**src/rtl/misc_reg_write_arbiter.sv**
```systemverilog
// misc_reg_write_arbiter
// Owns the single write bus (strobes + W) into the TRISA/TRISB/OPTION block.
// After reset it plays a three-step boot load of default values. In RUN it
// arbitrates between core TRIS/OPTION decode and the host config port. The
// host is guaranteed a slot after STARVE_MAX consecutive core wins.
module misc_reg_write_arbiter #(
    parameter logic [3:0] TRISA_INIT  = 4'hF,
    parameter logic [7:0] TRISB_INIT  = 8'hFF,
    parameter logic [7:0] OPTION_INIT = 8'hFF,
    parameter int         STARVE_MAX  = 4
) (
    input  logic       clk,
    input  logic       rst,
    input  logic       core_req,
    input  logic [1:0] core_sel,
    input  logic [7:0] core_data,
    output logic       core_stall,
    input  logic       host_valid,
    input  logic [1:0] host_addr,
    input  logic [7:0] host_data,
    output logic       host_ready,
    output logic       host_err,
    output logic       boot_done,
    output logic       TRISA_wr,
    output logic       TRISB_wr,
    output logic       OPTION_wr,
    output logic [7:0] W
);

    localparam int CW = (STARVE_MAX < 1) ? 1 : $clog2(STARVE_MAX + 1);
    localparam logic [CW-1:0] SMAX = CW'(STARVE_MAX);
    localparam logic [1:0]    SEL_NONE = 2'd3;

    typedef enum logic [1:0] {BOOT_A, BOOT_B, BOOT_O, RUN} state_t;

    state_t        r_state, w_state_nxt;
    logic [CW-1:0] r_starve;
    logic          r_trisa_wr, r_trisb_wr, r_option_wr, r_host_err, r_boot_done;
    logic [7:0]    r_w;

    logic       w_core_eff, w_forced, w_host_win, w_host_ready, w_core_stall;
    logic [1:0] w_wr_sel;
    logic [7:0] w_wr_data;

    // Sel 3 from the core is a no-op: it neither writes nor competes.
    assign w_core_eff = core_req & (core_sel != SEL_NONE);
    assign w_forced   = (r_starve == SMAX);

    // State register: reset restarts the boot sequence.
    always_ff @(posedge clk) begin
        if (!rst) r_state <= BOOT_A;
        else      r_state <= w_state_nxt;
    end

    // Next state: boot steps advance unconditionally, RUN is terminal.
    always_comb begin
        w_state_nxt = r_state;
        case (r_state)
            BOOT_A:  w_state_nxt = BOOT_B;
            BOOT_B:  w_state_nxt = BOOT_O;
            BOOT_O:  w_state_nxt = RUN;
            default: w_state_nxt = RUN;
        endcase
    end

    // Grant decode: picks the target register and data for next cycle's write.
    always_comb begin
        w_host_ready = 1'b0;
        w_host_win   = 1'b0;
        w_core_stall = 1'b0;
        w_wr_sel     = SEL_NONE;
        w_wr_data    = r_w;
        case (r_state)
            BOOT_A: begin
                w_core_stall = core_req;
                w_wr_sel     = 2'd0;
                w_wr_data    = {4'h0, TRISA_INIT};
            end
            BOOT_B: begin
                w_core_stall = core_req;
                w_wr_sel     = 2'd1;
                w_wr_data    = TRISB_INIT;
            end
            BOOT_O: begin
                w_core_stall = core_req;
                w_wr_sel     = 2'd2;
                w_wr_data    = OPTION_INIT;
            end
            default: begin
                // Host may go whenever the core is idle or has used up its run.
                w_host_ready = ~w_core_eff | w_forced;
                w_host_win   = host_valid & w_host_ready;
                w_core_stall = w_core_eff & w_host_win;
                if (w_host_win) begin
                    w_wr_sel  = host_addr;
                    w_wr_data = host_data;
                end else if (w_core_eff) begin
                    w_wr_sel  = core_sel;
                    w_wr_data = core_data;
                end
            end
        endcase
    end

    // Write bus register: one strobe per grant, W holds when nothing is written.
    always_ff @(posedge clk) begin
        if (!rst) begin
            r_trisa_wr  <= 1'b0;
            r_trisb_wr  <= 1'b0;
            r_option_wr <= 1'b0;
            r_host_err  <= 1'b0;
            r_boot_done <= 1'b0;
            r_w         <= 8'h00;
        end else begin
            r_trisa_wr  <= (w_wr_sel == 2'd0);
            r_trisb_wr  <= (w_wr_sel == 2'd1);
            r_option_wr <= (w_wr_sel == 2'd2);
            r_host_err  <= w_host_win & (host_addr == SEL_NONE);
            r_boot_done <= r_boot_done | (r_state == BOOT_O);
            if (w_wr_sel != SEL_NONE) r_w <= w_wr_data;
        end
    end

    // Starvation counter: counts core wins over a waiting host, saturating.
    always_ff @(posedge clk) begin
        if (!rst) begin
            r_starve <= '0;
        end else if (r_state == RUN) begin
            if (!host_valid || w_host_win)
                r_starve <= '0;
            else if (w_core_eff && !w_forced)
                r_starve <= r_starve + 1'b1;
        end
    end

    assign core_stall = w_core_stall;
    assign host_ready = w_host_ready;
    assign host_err   = r_host_err;
    assign boot_done  = r_boot_done;
    assign TRISA_wr   = r_trisa_wr;
    assign TRISB_wr   = r_trisb_wr;
    assign OPTION_wr  = r_option_wr;
    assign W          = r_w;

endmodule

```
**config.mk**
```make
export PLATFORM = sky130hd
export DESIGN_NAME = misc_reg_write_arbiter
export DESIGN_NICKNAME = d
export VERILOG_FILES = /design/src/rtl/misc_reg_write_arbiter.sv
export SDC_FILE = /design/constraint.sdc
export NUM_CORES = 1
export LEC_CHECK = 0
export ABC_CLOCK_PERIOD_IN_PS = 2190
export CORE_MARGIN = 8
export CORE_UTILIZATION = 40
export DETAILED_ROUTE_END_ITERATION = 8
export PLACE_DENSITY = 0.74
export SYNTH_ARGS = -nofsm -noshare
export SYNTH_HDL_FRONTEND = slang
export SYNTH_SLANG_ARGS = --single-unit
export TNS_END_PERCENT = 20
```
**constraint.sdc**
```tcl
create_clock -name clk -period 2.19 [get_ports clk]
set_input_delay 0.219 -clock clk [delete_from_list [all_inputs] [get_ports clk]]
set_output_delay 0.219 -clock clk [all_outputs]
set_load 0.005 [all_outputs]
```
==> out/metrics.cfg <==
[status]
status = complete, no violations

[drt]
drt_iter0_drc = 33
via_count = 934
ant_nets = 0
firstDrtPassIters = 4
post-route-drc-count = 0
wl_per_cell_um = 13.9
totalWireLength_um = 2550
vias_per_cell = 5.10

[die]
ios = 39
start_util_pct = 42.2
placementRows = 18
die_w_um = 66.9
core_area_mm2 = 0.00245
die_area_mm2 = 0.00447
die_h_um = 66.9

[yosys]
syn_inst = 111
syn_nets = 144
synth_edf_count = 0
synth_area_leaders = dfxtp_1 (35%), ha_1 (11%), mux2i_1 (8.7%)
synth.largest_area_cell = dfxtp_1
synth_common_cells = dfxtp_1 (18), nand2_1 (15), nor2_1 (10)
ys_seq_area_share_pct = 34.8
syn_area_mm2 = 0.00103
synthesis.yosys.warnings = 0
synth_top_area_share_pct = 34.8
ys_types = 30
ys_ff_latch = 18
synthArstFlopShare_pct = 0
syn_area_per_cell_um2 = 9.32
yosysMostFrequentCell = dfxtp_1
ys.flop_type = dfxtp_1

[setup_path]
crit_required_ns = 2.36
cp.arrival_ns = 2.23
path_max_fanout = 8
r2r-start = r_state[1]$_SDFF_PN0_
crit_path_end_kind = register
reg2reg_depth = 6
start_kind = register
rr_endpoint = W[0]$_SDFFE_PN0P_
criticalPathCategory = reg -> reg
r2r_setup_slack_ns = 0.13

[sta]
clock.fmax_ghz = 0.485
hold_viol_final = 0
skew_ns = 0.00235
layout_min_cycle_time_ns = 2.06
worst_pin_slew_ns = 0.455
grt_setup_unrepaired = no
setup_tns_ns = 0
final_max_slew_viol_count = 0
post-route-period-util_pct = 94.1
relSlewSlack_pct = 69.6
setup_viol = 0

[placed_design]
placed_area_mm2 = 0.00145
place.gp.congestion = 0.853
hpwl_um = 2120
numPortBuffers = 38

[clocking]
clockRootBuffer = clkbuf_4
cts_tree = built
path_clk_slew_ns = 0.10
cts.sinks = 18
cts_setup_buffers = 0
numCtsBuffers = 3
htree_num_levels = 1
insertion_delay_ns = 0.29
cts_buffer_depth = 2
cts-hold-fix-buffers = 0
post_cts_resized = 0

[run]
max_cap_viol_count = 0

[layout]
stdcell_area_mm2 = 0.00150
drive_above_1_share_pct = 15.0
nNetsFinal = 187
n_antenna_cell = 0
area.growth.synth_to_final_pct = 45.3
fillers = 226

[worst_hold_path]
hold_depth = 2
holdPathEnd = W[6]$_SDFFE_PN0P_
min_from = W[6]$_SDFFE_PN0P_
min_path_type = reg -> reg

[grt]
overflow = 0
grt_pass1_wl_um = 4090
antenna_found_initial = 0
grt_use_total_pct = 11.4
grt_max_degree = 13
grt_pass1_vias = 965

[power_and_ir_drop]
peakVddDrop_mv = 0.379
p_leak_uw = 0.000642
power.density_mw_per_mm2 = 585

==> worst max-delay path by stage <==
stage                           from                 to  slack (ns)  cells past startpoint
3_3_place_gp   r_state[1]$_SDFF_PN0_  W[5]$_SDFFE_PN0P_        0.15                      6
6_report       r_state[1]$_SDFF_PN0_  W[0]$_SDFFE_PN0P_        0.13                      6
4_1_cts        r_state[0]$_SDFF_PN0_         core_stall       0.002                      5
3_5_place_dp             core_sel[0]         core_stall        0.08                      6
5_1_grt        r_state[0]$_SDFF_PN0_         host_ready        0.04                      5
2_1_floorplan  r_state[0]$_SDFF_PN0_  W[0]$_SDFFE_PN0P_        0.22                      6
==> kinds of logic after synthesis <==
kind of cell | count (synthesis) | share of synthesized area, %
multiplexers | 9 | 8.71
AND/OR/NAND/NOR | 34 | 15.4
XOR/XNOR | 2 | 1.69
flip-flops | 18 | 34.8
buffers and inverters | 11 | 5.44
AO/OA/AOI/OAI | 28 | 23.1
adder cells (fa/ha/maj) | 9 | 10.9
==> worst max-delay path, cell delays in order (launching register included) <==
cell     delay, ns
dfxtp_2       0.37
inv_1         0.09
ha_1          0.32
or4_4         0.56
and2_2        0.23
a22oi_4       0.26
a22oi_1       0.11
==> flip-flops by register name, indices dropped and copies added (netlist names) <==
name	count
r_starve	3
host_err	1
OPTION_wr	1
boot_done	1
W	8
TRISA_wr	1
r_state	2
TRISB_wr	1
==> power breakdown <==
group | switching [uW] | total (uW) | internal (uW) | leakage (uW)
Sequential | 20.6 | 389 | 368 | 0.000149
Combinational | 115 | 288 | 174 | 0.000472
Clock | 102 | 203 | 101 | 0.0000210
==> per-layer routing <==
metal | share of wire, % | track usage, %
met2 | 49 | 18.8
met3 | 7.6 | 4.19
met5 | 0 | 0
met4 | 1.4 | 4.18
met1 | 42 | 13.1
==> area by class of cell <==
cell class | instances | area [um^2] | share of cell area [%]
well taps | 30 | 37.5 | 2.50
clock buffers | 4 | 36.3 | 2.41
flip-flops and latches | 18 | 362 | 24.0
inverters | 7 | 26.3 | 1.75
multi-input cells | 82 | 629 | 41.8
repair buffers | 42 | 413 | 27.5
==> through the flow <==
| step | setup slack [ns] | utilization, % | hold WS (ns) | cells | total power (uW) |
|---|---|---|---|---|---|
| after floorplan | 0.224 | - | 0.360 | 111 | 534 |
| after global placement | 0.146 | 59.2 | 0.439 | 179 | 679 |
| after detailed placement | 0.0753 | 59.2 | 0.451 | 179 | 685 |
| after CTS | 0.00159 | 60.7 | 0.465 | 183 | 894 |
| after global routing | 0.0360 | 61.3 | 0.493 | 183 | 931 |
| final | 0.128 | 61.3 | 0.460 | 183 | 880 |
==> cell usage in the layout, fill, tap and decap left out, types with 2 or more instances in the layout <==
cell	synthesis	final
nor2b_1	3	3
a2bb2oi_1	4	4
nor2_1	10	10
nand2_1	15	14
nand3_1	2	2
a22oi_1	5	5
clkdlybuf4s50_1	0	37
inv_1	7	6
ha_1	9	7
o21a_1	3	3
clkbuf_4	0	3
buf_4	0	4
dfxtp_1	18	17
ha_2	0	2
a21oi_1	4	3
o21ai_0	3	3
mux2i_1	9	9
No activity file was read; power rests on OpenSTA's default activity.
